$ cat src/rtl/camera_debug_pkg.sv
// Shared pixel type, default panel colours and the cell-bit index helper
// used by the camera debug overlay.
package camera_debug_pkg;

  typedef logic [11:0] rgb12_t;

  localparam rgb12_t DEF_COLOR_ON   = 12'h00F;
  localparam rgb12_t DEF_COLOR_OFF  = 12'h000;
  localparam rgb12_t DEF_COLOR_LINE = 12'h444;
  localparam rgb12_t DEF_COLOR_BG   = 12'hFFF;

  // Mask bit for a cell: row-major, row*cols + col.
  function automatic int cell_bit(input int row, input int col, input int cols);
    return row * cols + col;
  endfunction

endpackage

$ cat src/rtl/camera_debug_overlay_pipe_delay.sv
// Fixed-depth shift register with synchronous active-low clear; keeps the
// pixel sideband aligned with framebuffer read data.
module pipe_delay #(
  parameter int WIDTH = 1,
  parameter int DEPTH = 1
) (
  input  logic             i_clk,
  input  logic             i_rst_n,
  input  logic [WIDTH-1:0] i_d,
  output logic [WIDTH-1:0] o_q
);

  logic [DEPTH-1:0][WIDTH-1:0] r_sr;

  always_ff @(posedge i_clk) begin
    if (!i_rst_n) begin
      r_sr <= '0;
    end else begin
      r_sr[0] <= i_d;
      for (int i = 1; i < DEPTH; i++) r_sr[i] <= r_sr[i-1];
    end
  end

  assign o_q = r_sr[DEPTH-1];

endmodule

$ cat src/rtl/camera_debug_overlay.sv
// Camera preview plus GRID_COLS x GRID_ROWS vision-cell panel renderer.
// Every pixel path takes MEM_LATENCY+1 cycles from timing inputs to rgb_out.
module camera_debug_overlay
  import camera_debug_pkg::*;
#(
  parameter int     FRAME_W     = 320,
  parameter int     FRAME_H     = 240,
  parameter int     GRID_COLS   = 3,
  parameter int     GRID_ROWS   = 3,
  parameter int     MEM_LATENCY = 2,
  parameter rgb12_t COLOR_ON    = DEF_COLOR_ON,
  parameter rgb12_t COLOR_OFF   = DEF_COLOR_OFF,
  parameter rgb12_t COLOR_LINE  = DEF_COLOR_LINE,
  parameter rgb12_t COLOR_BG    = DEF_COLOR_BG
) (
  input  logic                                 system_clock_in,
  input  logic                                 reset_n_in,
  input  logic [10:0]                          hcount_in,
  input  logic [9:0]                           vcount_in,
  input  logic                                 hsync_in,
  input  logic                                 vsync_in,
  input  logic                                 blank_in,
  input  logic [GRID_COLS*GRID_ROWS-1:0]       grid_mask_in,
  input  logic                                 mask_valid_in,
  input  logic                                 show_grid_lines_in,
  output logic [$clog2(FRAME_W*FRAME_H)-1:0]   fb_addr_out,
  input  logic [11:0]                          fb_data_in,
  output rgb12_t                               rgb_out,
  output logic                                 hsync_out,
  output logic                                 vsync_out,
  output logic                                 blank_out
);

  localparam int AW    = $clog2(FRAME_W*FRAME_H);
  localparam int NCELL = GRID_COLS * GRID_ROWS;
  localparam int CW    = FRAME_W / GRID_COLS;
  localparam int RH    = FRAME_H / GRID_ROWS;
  localparam int CPW   = (CW > 1) ? $clog2(CW) : 1;
  localparam int RPW   = (RH > 1) ? $clog2(RH) : 1;
  localparam int CIW   = (GRID_COLS > 1) ? $clog2(GRID_COLS) : 1;
  localparam int RIW   = (GRID_ROWS > 1) ? $clog2(GRID_ROWS) : 1;
  localparam int BW    = (NCELL > 1) ? $clog2(NCELL) : 1;
  localparam int PW    = BW + 6;

  logic              w_in_prev, w_in_grid, w_frame_start;
  logic [AW-1:0]     w_addr;

  logic [AW-1:0]     r_addr;
  logic              r_vis, r_hs, r_vs, r_prev, r_grid, r_show;
  logic [CPW-1:0]    r_col_pos;
  logic [CIW-1:0]    r_col_idx;
  logic [RPW-1:0]    r_row_pos;
  logic [RIW-1:0]    r_row_idx;
  logic [NCELL-1:0]  r_pending_mask, r_active_mask;
  logic              r_pending;

  logic              w_line;
  logic [BW-1:0]     w_cell;
  logic [PW-1:0]     w_s0, w_sn;
  logic              w_d_vis, w_d_hs, w_d_vs, w_d_prev, w_d_grid, w_d_line;
  logic [BW-1:0]     w_d_cell;

  assign w_in_prev     = (hcount_in < 11'(FRAME_W)) && (vcount_in < 10'(FRAME_H));
  assign w_in_grid     = (hcount_in >= 11'(FRAME_W)) && (hcount_in < 11'(2*FRAME_W)) &&
                         (vcount_in < 10'(FRAME_H));
  assign w_frame_start = (hcount_in == '0) && (vcount_in == '0);
  assign w_addr        = AW'(vcount_in) * AW'(FRAME_W) + AW'(hcount_in);

  // Stage 0: address and region/timing capture. Blank is carried inverted so a
  // cleared pipeline reads as blanked.
  always_ff @(posedge system_clock_in) begin
    if (!reset_n_in) begin
      r_addr <= '0;
      r_vis  <= 1'b0;
      r_hs   <= 1'b0;
      r_vs   <= 1'b0;
      r_prev <= 1'b0;
      r_grid <= 1'b0;
      r_show <= 1'b0;
    end else begin
      r_addr <= w_in_prev ? w_addr : '0;
      r_vis  <= ~blank_in;
      r_hs   <= hsync_in;
      r_vs   <= vsync_in;
      r_prev <= w_in_prev;
      r_grid <= w_in_grid;
      r_show <= show_grid_lines_in;
    end
  end

  // Running column counter; the last column absorbs the width remainder.
  always_ff @(posedge system_clock_in) begin
    if (!reset_n_in || hcount_in == 11'(FRAME_W)) begin
      r_col_pos <= '0;
      r_col_idx <= '0;
    end else if (r_col_pos == CPW'(CW-1)) begin
      r_col_pos <= '0;
      if (r_col_idx != CIW'(GRID_COLS-1)) r_col_idx <= r_col_idx + 1'b1;
    end else begin
      r_col_pos <= r_col_pos + 1'b1;
    end
  end

  always_ff @(posedge system_clock_in) begin
    if (!reset_n_in || vcount_in == '0) begin
      r_row_pos <= '0;
      r_row_idx <= '0;
    end else if (hcount_in == '0) begin
      if (r_row_pos == RPW'(RH-1)) begin
        r_row_pos <= '0;
        if (r_row_idx != RIW'(GRID_ROWS-1)) r_row_idx <= r_row_idx + 1'b1;
      end else begin
        r_row_pos <= r_row_pos + 1'b1;
      end
    end
  end

  // A strobe coinciding with frame start stays pending: the swap uses the old value.
  always_ff @(posedge system_clock_in) begin
    if (!reset_n_in) begin
      r_pending_mask <= '0;
      r_active_mask  <= '0;
      r_pending      <= 1'b0;
    end else begin
      if (w_frame_start && r_pending) begin
        r_active_mask <= r_pending_mask;
        r_pending     <= 1'b0;
      end
      if (mask_valid_in) begin
        r_pending_mask <= grid_mask_in;
        r_pending      <= 1'b1;
      end
    end
  end

  assign w_line = r_show && r_grid &&
                  ((r_col_pos == '0 && r_col_idx != '0) ||
                   (r_row_pos == '0 && r_row_idx != '0));
  assign w_cell = BW'(cell_bit(int'(r_row_idx), int'(r_col_idx), GRID_COLS));
  assign w_s0   = {r_vis, r_hs, r_vs, r_prev, r_grid, w_line, w_cell};

  pipe_delay #(
    .WIDTH (PW),
    .DEPTH (MEM_LATENCY)
  ) u_side (
    .i_clk   (system_clock_in),
    .i_rst_n (reset_n_in),
    .i_d     (w_s0),
    .o_q     (w_sn)
  );

  assign {w_d_vis, w_d_hs, w_d_vs, w_d_prev, w_d_grid, w_d_line, w_d_cell} = w_sn;

  assign fb_addr_out = r_addr;
  assign hsync_out   = w_d_hs;
  assign vsync_out   = w_d_vs;
  assign blank_out   = ~w_d_vis;

  always_comb begin
    rgb_out = COLOR_BG;
    if (!w_d_vis)
      rgb_out = 12'h000;
    else if (w_d_prev)
      rgb_out = fb_data_in;
    else if (w_d_grid)
      rgb_out = w_d_line ? COLOR_LINE : (r_active_mask[w_d_cell] ? COLOR_ON : COLOR_OFF);
  end

endmodule

$ cat config.mk
export PLATFORM = sky130hd
export DESIGN_NAME = camera_debug_overlay
export DESIGN_NICKNAME = d
export VERILOG_FILES = /design/src/rtl/camera_debug_pkg.sv /design/src/rtl/camera_debug_overlay_pipe_delay.sv /design/src/rtl/camera_debug_overlay.sv
export SDC_FILE = /design/constraint.sdc
export NUM_CORES = 1
export LEC_CHECK = 0
export ABC_AREA = 1
export ABC_CLOCK_PERIOD_IN_PS = 3600
export BUFFER_PORTS_ARGS = -buffer_cell sky130_fd_sc_hd__buf_4
export CAP_MARGIN = 5
export CORE_MARGIN = 8
export CORE_UTILIZATION = 35
export DETAILED_ROUTE_END_ITERATION = 16
export HOLD_SLACK_MARGIN = 0.1
export PLACE_DENSITY = 0.57
export SLEW_MARGIN = 20
export SYNTH_ARGS = -nofsm -noshare
export SYNTH_HDL_FRONTEND = slang
export SYNTH_HIERARCHICAL = 1
export SYNTH_SLANG_ARGS = --single-unit
$ cat constraint.sdc
create_clock -name system_clock_in -period 3.6 [get_ports system_clock_in]
set_input_delay 0 -clock system_clock_in [delete_from_list [all_inputs] [get_ports system_clock_in]]
set_output_delay 0 -clock system_clock_in [all_outputs]
set_load 0.005 [all_outputs]
==> results.cfg, run 1 <==
[critical_path]
setup.worst_path.class = input port to register
worst-endpoint-arrival_ns = 2.59
timing.critical_path.fanout_max = 4
worst_setup_path_end_kind = register
startpoint_type = input port
reg2reg_to = u_side/r_sr[2]$_SDFF_PN0_
worst_setup_path_startpoint = vcount_in[0]
worst_ep_required_time_ns = 3.87
crit_path_end = fb_addr_out[16]$_SDFF_PN0_
timing.rr.start = r_col_idx[1]$_SDFFE_PP0P_
timing.reg2reg.worst_path_depth = 7
register_to_register_setup_slack_ns = 1.84

[synthesis]
synth.avg_cell_area_um2 = 7.35
synthesized_instance_count = 558
synth-seq-cells = 80
syn_nets = 642
syn-cell-area_um2 = 4100
yosys-top-cells-area = dfxtp_1 39%, nand2_1 10%, ha_1 9.5%
synth_largest_type_area_fraction = 0.390
synth_async_sr_flop_share = 0
synth_warnings = 6
most_used_dff_post_synth = dfxtp_1
synth.distinct_cells = 33
yosys.area.top_type = dfxtp_1
synth_enable_flop_cells = 0
seq_area_frac_synth = 0.390

[sta]
tightest_slew_ns = 0.385
finalWorstPathRequiredPeriod_ns = 2.32
clock-skew-final_ns = 0.00645
hold_viol_final = 0
final_critical_path_setup_slack_ns = 1.28
rsz_0062_raised_after_global_routing = no
post-route-period-util = 0.644
timing.max_slew.rel_slack = 0.740
achievable-frequency_ghz = 0.432
setup_viol = 0
final_max_slew_viol_count = 0
setup_tns_ns = 0

[routing]
antenna_violating_nets_post_route = 0
finalWirelength_mm = 9.34
via_count = 3681
drc_errors = 0
detailedRoute.firstPassIterationCount = 4
post_drt_via_cell_ratio = 4.51
avgRoutedWirePerCell_um = 11.4
dr.first_iter.drc_count = 166

[cts]
cts.reportedPaths.clkPinSlew_ns = 0.06
clock_path_buffers = 2
cts.sinks = 80
post_cts_buffers = 0
root_buffer = clkbuf_16
skew_pair_late_insertion_delay_ns = 0.33
cts-buffers-inserted = 9
tritoncts_clock_tree = yes
ctsHtreeMaxLevel = 3

[placed_design]
detailed_place_hpwl_mm = 7.05
place_worst_setup_slack_ns = 1.36
routabilityCongestion = 0.790
placement.io_buffers = 80
placed_cells_incl_taps = 761

[final_layout]
num-nets-final = 753
area_growth_pct = 32.1
drive_above_1_share = 0.159
antenna_cells = 0
finalNonFillerCells = 817

[floorplanning]
die_width_um = 124
num_io_pins = 81
start_util = 0.359
design.core.area_um2 = 11400
core.rowCount = 39
die_height_um = 124
die-area_um2 = 15400

[global_route]
grt_remaining_overflow = 0
grt_pass1_wl_mm = 16.0
grt_start_max_net_pins = 40
grt_pass1_vias = 3609
globalRouteTotalUtil = 0.121
grt_antenna_before_repair = 0

[flow_run]
maxCapViolCount = 0

[min_path]
count_of_cells_along_the_worst_hold_path = 4
hold_path_class = input port to register

[power_and_ir_drop]
power.ir.vdd_worst_uv = 175
p_leak_nw = 2.73
power-per-cell-area_nw_per_um2 = 382

[outcome]
run_status = complete, no violations
-- worst min-delay path by stage --
stage | start | endpoint | slack, ns
3_3_place_gp | blank_in | r_vis$_SDFF_PN0_ | 0.17
3_5_place_dp | blank_in | r_vis$_SDFF_PN0_ | 0.17
5_1_grt | vcount_in[1] | fb_addr_out[7]$_SDFF_PN0_ | 0.14
6_report | vcount_in[1] | fb_addr_out[7]$_SDFF_PN0_ | 0.13
4_1_cts | vcount_in[1] | fb_addr_out[7]$_SDFF_PN0_ | 0.13
2_1_floorplan | blank_in | r_vis$_SDFF_PN0_ | 0.07
-- report_power, final --
part           switching, W  leakage [nW]  internal, W
clock network      0.000365         0.140     0.000492
logic              0.000158          1.93     0.000142
registers         0.0000103         0.650     0.000903
total              0.000533          2.73      0.00154
-- per-stage QoR --
| stage | utilization | instance area (um2) | total power (W) | hold WS, ns |
|---|---|---|---|---|
| 3_3_place_gp | 0.415 | 4740 | 0.00119 | 0.169 |
| 4_1_cts | 0.475 | 5420 | 0.00210 | 0.131 |
| 2_1_floorplan | - | 4100 | 0.00110 | 0.0724 |
| 5_1_grt | 0.475 | 5420 | 0.00218 | 0.138 |
| 3_5_place_dp | 0.415 | 4740 | 0.00120 | 0.168 |
| 6_report | 0.475 | 5420 | 0.00207 | 0.129 |
-- per-layer routing --
layer,vias to the layer above,part of all wire,global-route usage
met5,-,0,0
met4,0,0.019,0.0468
met3,14,0.053,0.0379
met2,79,0.47,0.206
met1,1620,0.46,0.138
li1,1968,-,-
-- cell families after synthesis --
family / synth area share
flops: 0.390
fa+ha+maj: 0.114
simple gates: 0.288
buf+inv: 0.119
compound gates: 0.0720
xor+xnor: 0.0171
-- synth_stat cells (all sizes together) (2+ instances only) --
cell,instances
nand3,31
ha,31
o21ai,19
xor2,7
clkbuf,4
nand2,113
fa,4
clkinv,2
nand3b,2
o211ai,4
inv,89
nor2,98
nor3,8
nand4,13
a21oi,29
nor3b,2
buf,16
dfxtp,80
-- flip-flops by register name, summed over array words and instances (netlist names), 2 cells and up --
name	cells
r_pending_mask	9
u_side/r_sr	10
fb_addr_out	17
r_row_idx	2
r_active_mask	9
r_col_pos	7
r_row_pos	7
u_side/o_q	10
r_col_idx	2
-- critical path, stage by stage --
cell,delay [ns]
dlygate4sd3_1,0.54
buf_4,0.14
ha_1,0.19
ha_1,0.22
fa_1,0.45
ha_1,0.35
nand3_1,0.09
nor2_1,0.10
nor2_1,0.07
nor2_2,0.17
nand3_1,0.09
nand2_1,0.07
inv_1,0.03
nor2_1,0.08
-- cell type report --
cell class	instances	area, um2
Timing Repair Buffer	120	1000
Fill cell	1148	6000
Clock inverter	5	40.0
Clock buffer	11	243
Multi-Input combinational cell	367	2010
Sequential cell	80	1600
Tap cell	143	179
Inverter	91	343
-- cell usage in the layout, fill, tap and decap left out, types with 4 or more instances in the layout --
master / instances
nor2_1: 95
o211ai_1: 4
inv_1: 88
dlygate4sd3_1: 40
xor2_1: 7
clkbuf_16: 9
nand4_1: 13
nand3_1: 30
fa_1: 4
a21oi_1: 29
nor3_1: 6
buf_4: 80
nand2_1: 110
o21ai_0: 19
ha_1: 31
dfxtp_1: 80
-- timing repair --
action | in CTS | in global routing
hold buffers | 40 | 0
gates resized for setup | 0 | 0
hold endpoints to repair | 49 | 0
Power figures use the tool's default switching activity.
==> inputs of run 2 (changes only) <==
--- a/config.mk
+++ b/config.mk
@@ -6,14 +6,14 @@
 export NUM_CORES = 1
 export LEC_CHECK = 0
 export ABC_AREA = 1
-export ABC_CLOCK_PERIOD_IN_PS = 3600
+export ABC_CLOCK_PERIOD_IN_PS = 1970
 export BUFFER_PORTS_ARGS = -buffer_cell sky130_fd_sc_hd__buf_4
 export CAP_MARGIN = 5
 export CORE_MARGIN = 8
 export CORE_UTILIZATION = 35
 export DETAILED_ROUTE_END_ITERATION = 16
 export HOLD_SLACK_MARGIN = 0.1
-export PLACE_DENSITY = 0.57
+export PLACE_DENSITY = 0.59
 export SLEW_MARGIN = 20
 export SYNTH_ARGS = -nofsm -noshare
 export SYNTH_HDL_FRONTEND = slang
==> constraint.sdc (replaced) <==
create_clock -name system_clock_in -period 1.97 [get_ports system_clock_in]
set_input_delay 0 -clock system_clock_in [delete_from_list [all_inputs] [get_ports system_clock_in]]
set_output_delay 0 -clock system_clock_in [all_outputs]
set_load 0.005 [all_outputs]
==> results.cfg, run 2 (synthesized netlist as in run 1, its figures left out) <==
[outcome]
run_status = complete, no violations

[placed_design]
detailed_place_hpwl_mm = 7.07
placement.io_buffers = 80
placed_cells_incl_taps = 769
routabilityCongestion = 0.797
postPlaceCellArea_um2 = 4800
place_worst_setup_slack_ns = -0.253

[global_route]
grt_antenna_before_repair = 0
grt_pass1_wl_mm = 16.2
globalRouteTotalUtil = 0.121
grt_remaining_overflow = 0
grt_pass1_vias = 3763
grt_start_max_net_pins = 39

[final_layout]
finalNonFillerCells = 821
seq_area_um2 = 1600
drive_above_1_share = 0.173
largest_reg_flops = 17
area_growth_pct = 34.5
final_area_um2 = 5520
num-nets-final = 758
layout.cells.most_common_list = 110 x nand2_1, 94 x nor2_1, 88 x inv_1, 88 x buf_4, 80 x dfxtp_1
multiInputGateArea_um2 = 2030
antenna_cells = 0
fill_cells = 1132
layout.cells.most_common = nand2_1

[routing]
avgRoutedWirePerCell_um = 11.2
met3WireLength_um = 474
wl_met2_mm = 4.44
antenna_violating_nets_post_route = 0
post_drt_via_cell_ratio = 4.56
detailedRoute.firstPassIterationCount = 5
top_layer_used = met4
via_count = 3742
wl_met1_mm = 4.19
finalWirelength_mm = 9.20
dr.first_iter.drc_count = 164
drc_errors = 0

[power_and_ir_drop]
power.net_switching_w = 0.000940
combinational_share_of_power = 0.140
share_clk_of_total_power = 0.453
power.share.sequential = 0.407
power-per-cell-area_nw_per_um2 = 743
power_switching_share = 0.229
power_report.internal_total_w = 0.00316
power.ir.vdd_worst_uv = 371
power.total_w = 0.00410
p_leak_nw = 2.77

[floorplanning]
core.rowCount = 39
design.core.area_um2 = 11400
die_height_um = 124
num_io_pins = 81
die_width_um = 124
start_util = 0.359
die-area_um2 = 15400

[critical_path]
startpoint_type = input port
worst_ep_required_time_ns = 2.24
critPathMaxStageDelay_ns = 0.48
crit_path_cell_trace = buf_4 -> ha_1 -> ha_1 -> fa_1 -> ha_4 -> nand3_1 -> nor2_1 -> nor2_1 -> nor2_2 -> nand3_1 -> nand2_1 -> inv_1 -> nor2_1
timing.reg2reg.worst_path_depth = 7
register_to_register_setup_slack_ns = 0.18
cpMostUsedCell = nor2_1
timing.critical_path.fanout_max = 4
timing.rr.start = r_col_idx[1]$_SDFFE_PP0P_
worst-endpoint-arrival_ns = 2.12
reg2reg_to = u_side/r_sr[2]$_SDFF_PN0_
worst_setup_path_end_kind = register
worst_path_max_delay_cell = fa_1
setup.worst_path.class = input port to register

[sta]
final_critical_path_setup_slack_ns = 0.117
post-route-period-util = 0.941
finalWorstPathRequiredPeriod_ns = 1.85
achievable-frequency_ghz = 0.540
clock-skew-final_ns = 0.00734
tightest_slew_ns = 0.459
fin_worst_hold_slack_ns = 0.106
rsz_0062_raised_after_global_routing = yes
setup_viol = 0
final_max_slew_viol_count = 0
timing.max_slew.rel_slack = 0.691
hold_viol_final = 0

[min_path]
count_of_cells_along_the_worst_hold_path = 5
hp-start = vcount_in[0]
hold_path_class = input port to register
whs_endpoint = fb_addr_out[6]$_SDFF_PN0_

[cts]
ctsHtreeMaxLevel = 3
root_buffer = clkbuf_16
cts.sinks = 80
post_cts_buffers = 0
cts-buffers-inserted = 9
tritoncts_clock_tree = yes
clock_path_buffers = 2
cts.reportedPaths.clkPinSlew_ns = 0.06
skew_pair_late_insertion_delay_ns = 0.33

[flow_run]
maxCapViolCount = 0
==> run 2: cell count changes in the layout (fill, tap and decap cells not counted), sizes merged <==
cell,previous run,this run
bufinv,0,3
dlygate4sd3,40,37
buf,80,88
clkinvlp,0,1
inv,91,89
clkbuf,11,10
clkinv,5,3
==> run 2: per-stage QoR <==
stage                     utilization  TNS (ns)
after floorplan                     -         0
after global placement          0.420    -0.585
after detailed placement        0.420    -0.919
after CTS                       0.482         0
after global routing            0.484   -0.0176
final                           0.484         0
==> run 2: worst max path at each step <==
stage,end,slack (ns),start
finish,fb_addr_out[16]$_SDFF_PN0_,0.12,vcount_in[1]
CTS,fb_addr_out[16]$_SDFF_PN0_,0.08,vcount_in[1]
floorplan,fb_addr_out[16]$_SDFF_PN0_,0.04,vcount_in[1]
detailed placement,fb_addr_out[16]$_SDFF_PN0_,-0.25,vcount_in[1]
global placement,fb_addr_out[16]$_SDFF_PN0_,-0.18,vcount_in[1]
global route,fb_addr_out[16]$_SDFF_PN0_,-0.02,vcount_in[1]
==> run 2: repair_timing <==
action	in CTS	in global routing
setup endpoints to repair	0	3
endpoints found under the hold margin	31	0
hold buffers	37	0
resized for setup	0	3
==> run 2: worst max-delay path, delay by kind of cell <==
kind / cells / cell delay, ns
simple gates: 7 / 0.65
buf+inv: 2 / 0.15
fa+ha+maj: 4 / 1.31
==> run 2: power by group through the flow <==
stage	logic [W]	clock network [W]	registers, W
global route	0.000650	0.00197	0.00167
finish	0.000574	0.00186	0.00167
detailed placement	0.000502	0	0.00171
global placement	0.000491	0	0.00170
CTS	0.000563	0.00190	0.00167
floorplan	0.000313	0	0.00170
==> run 2: area by class of cell <==
type	count	area share
clock buffers	10	0.0415
clock inverters	5	0.0193
repair buffers	125	0.187
well taps	143	0.0324
inverters	91	0.0621
multi-input cells	367	0.368
flip-flops and latches	80	0.290
==> run 2: layer usage <==
metal,vias up,GRT usage
li1,1982,-
met2,90,0.211
met4,0,0.0404
met5,-,0
met1,1666,0.139
met3,4,0.0353
==> inputs of run 3 (changes only) <==
--- a/config.mk
+++ b/config.mk
@@ -10,10 +10,11 @@
 export BUFFER_PORTS_ARGS = -buffer_cell sky130_fd_sc_hd__buf_4
 export CAP_MARGIN = 5
 export CORE_MARGIN = 8
-export CORE_UTILIZATION = 35
+export CORE_UTILIZATION = 50
 export DETAILED_ROUTE_END_ITERATION = 16
 export HOLD_SLACK_MARGIN = 0.1
-export PLACE_DENSITY = 0.59
+export PLACE_DENSITY = 0.78
+export SETUP_SLACK_MARGIN = 0.3
 export SLEW_MARGIN = 20
 export SYNTH_ARGS = -nofsm -noshare
 export SYNTH_HDL_FRONTEND = slang
==> results.cfg, run 3 (synthesized netlist as in run 1, its figures left out) <==
[outcome]
run_status = complete, no violations

[sta]
fin_worst_hold_slack_ns = 0.130
timing.max_slew.rel_slack = 0.663
final_max_slew_viol_count = 0
setup_viol = 0
rsz_0062_raised_after_global_routing = yes
post-route-period-util = 0.902
finalWorstPathRequiredPeriod_ns = 1.78
tightest_slew_ns = 0.504
achievable-frequency_ghz = 0.563
clock-skew-final_ns = 0.0181
hold_viol_final = 0

[final_layout]
antenna_cells = 0
drive_above_1_share = 0.217
fill_cells = 616
area_growth_pct = 35.2
layout.cells.most_common = nand2_1
layout.cells.most_common_list = 107 x nand2_1, 87 x nor2_1, 86 x inv_1, 86 x buf_4, 77 x dfxtp_1
largest_reg_flops = 17
postLayoutCoreUtil = 0.685
num-nets-final = 762

[power_and_ir_drop]
power.share.sequential = 0.484
power.net_switching_w = 0.000986
combinational_share_of_power = 0.207
power_report.internal_total_w = 0.00247
power-per-cell-area_nw_per_um2 = 622
p_leak_nw = 2.73
power.ir.vdd_worst_uv = 303
share_clk_of_total_power = 0.309
power_switching_share = 0.285

[cts]
cts.reportedPaths.clkPinSlew_ns = 0.07
cts-buffers-inserted = 9
ctsHtreeMaxLevel = 3
skew_pair_late_insertion_delay_ns = 0.36
clock_path_buffers = 2
cts.sinks = 80
tritoncts_clock_tree = yes
root_buffer = clkbuf_8

[floorplanning]
die_width_um = 107
start_util = 0.507
die-area_um2 = 11400
core.rowCount = 33
design.core.area_um2 = 8090
num_io_pins = 81
die_height_um = 107

[routing]
drc_errors = 0
dr.first_iter.drc_count = 180
detailedRoute.firstPassIterationCount = 4
antenna_violating_nets_post_route = 0
post_drt_via_cell_ratio = 5.03
finalWirelength_mm = 10.5
via_count = 3963
avgRoutedWirePerCell_um = 13.3

[critical_path]
setup.worst_path.class = input port to register
worst_ep_required_time_ns = 2.25
timing.critical_path.fanout_max = 4
timing.reg2reg.worst_path_depth = 7
worst-endpoint-arrival_ns = 2.06
register_to_register_setup_slack_ns = 0.21
startpoint_type = input port
reg2reg_to = u_side/r_sr[2]$_SDFF_PN0_
timing.rr.start = r_row_idx[0]$_SDFFE_PP0P_
worst_setup_path_end_kind = register

[global_route]
grt_pass1_wl_mm = 17.3
gr-usage-met2 = 0.328
grt_antenna_before_repair = 0
most_utilized_layer_in_the_global_route_result = met2
grt_start_max_net_pins = 39
globalRouteTotalUtil = 0.184
met1_usage = 0.198
grt_use_met3 = 0.0438
grt_pass1_vias = 3912
grt_remaining_overflow = 0

[flow_run]
maxCapViolCount = 0

[min_path]
hp-start = vcount_in[8]
whs_endpoint = fb_addr_out[14]$_SDFF_PN0_
count_of_cells_along_the_worst_hold_path = 6
hold_path_class = input port to register

[placed_design]
placement.io_buffers = 80
routabilityCongestion = 0.891
detailed_place_hpwl_mm = 6.93
-- run 3: power by group through the flow --
| stage | Clock, W | Combinational [W] | Sequential [W] |
|---|---|---|---|
| detailed placement | 0 | 0.000509 | 0.00171 |
| finish | 0.00107 | 0.000715 | 0.00167 |
| global placement | 0 | 0.000494 | 0.00170 |
| floorplan | 0 | 0.000332 | 0.00170 |
| CTS | 0.00109 | 0.000586 | 0.00167 |
| global route | 0.00116 | 0.000790 | 0.00167 |
-- run 3: layout make-up --
class                   count  area [um2]  share of cell area
multi-input cells         368        2210               0.399
flip-flops and latches     80        1610               0.289
repair buffers            128        1080               0.194
inverters                  91         348              0.0627
clock buffers              11         141              0.0255
well taps                 105         131              0.0237
clock inverters             5        32.5             0.00587
-- run 3: timing repair --
item                       CTS  global route
cloned                       0             1
buffers inserted             2             2
hold endpoints to repair    34             0
pin swaps                    5            13
gates resized for setup      4            37
setup endpoints to repair    3            38
hold buffers                44             0
-- run 3: worst max path at each step --
stage / start / endpoint
after detailed placement: vcount_in[1] / fb_addr_out[16]$_SDFF_PN0_
after global placement: vcount_in[1] / fb_addr_out[16]$_SDFF_PN0_
after global routing: r_row_idx[0]$_SDFFE_PP0P_ / u_side/r_sr[2]$_SDFF_PN0_
after floorplan: vcount_in[1] / fb_addr_out[16]$_SDFF_PN0_
after CTS: r_row_idx[0]$_SDFFE_PP0P_ / u_side/r_sr[2]$_SDFF_PN0_
final: vcount_in[1] / fb_addr_out[15]$_SDFF_PN0_
-- run 3: metal layers --
layer  share of wire  vias up
met5               0        -
met4           0.027        0
met3           0.064       26
met2            0.51      134
met1            0.40     1818
li1                -     1985
-- run 3: metrics by stage --
step | setup TNS (ns) | instances | worst slack, ns | power [W] | area [um2]
floorplan | 0 | 558 | 0.191 | 0.00203 | 4150
global placement | -0.0195 | 728 | -0.0195 | 0.00220 | 4780
detailed placement | -0.186 | 728 | -0.0769 | 0.00221 | 4780
CTS | 0 | 790 | 0.199 | 0.00334 | 5420
global route | 0 | 788 | 0.146 | 0.00362 | 5550
finish | 0 | 788 | 0.193 | 0.00345 | 5550
-- run 3: worst max-delay path, cell delays in order --
cell and delay (ns):
buf_8 0.10, ha_4 0.23, ha_4 0.16, fa_1 0.56
ha_4 0.25, buf_6 0.12, a21oi_4 0.18, nand2_4 0.08
nand2_4 0.08, nor2_4 0.05, nand3_2 0.07, nand2_1 0.06
nor2_1 0.12
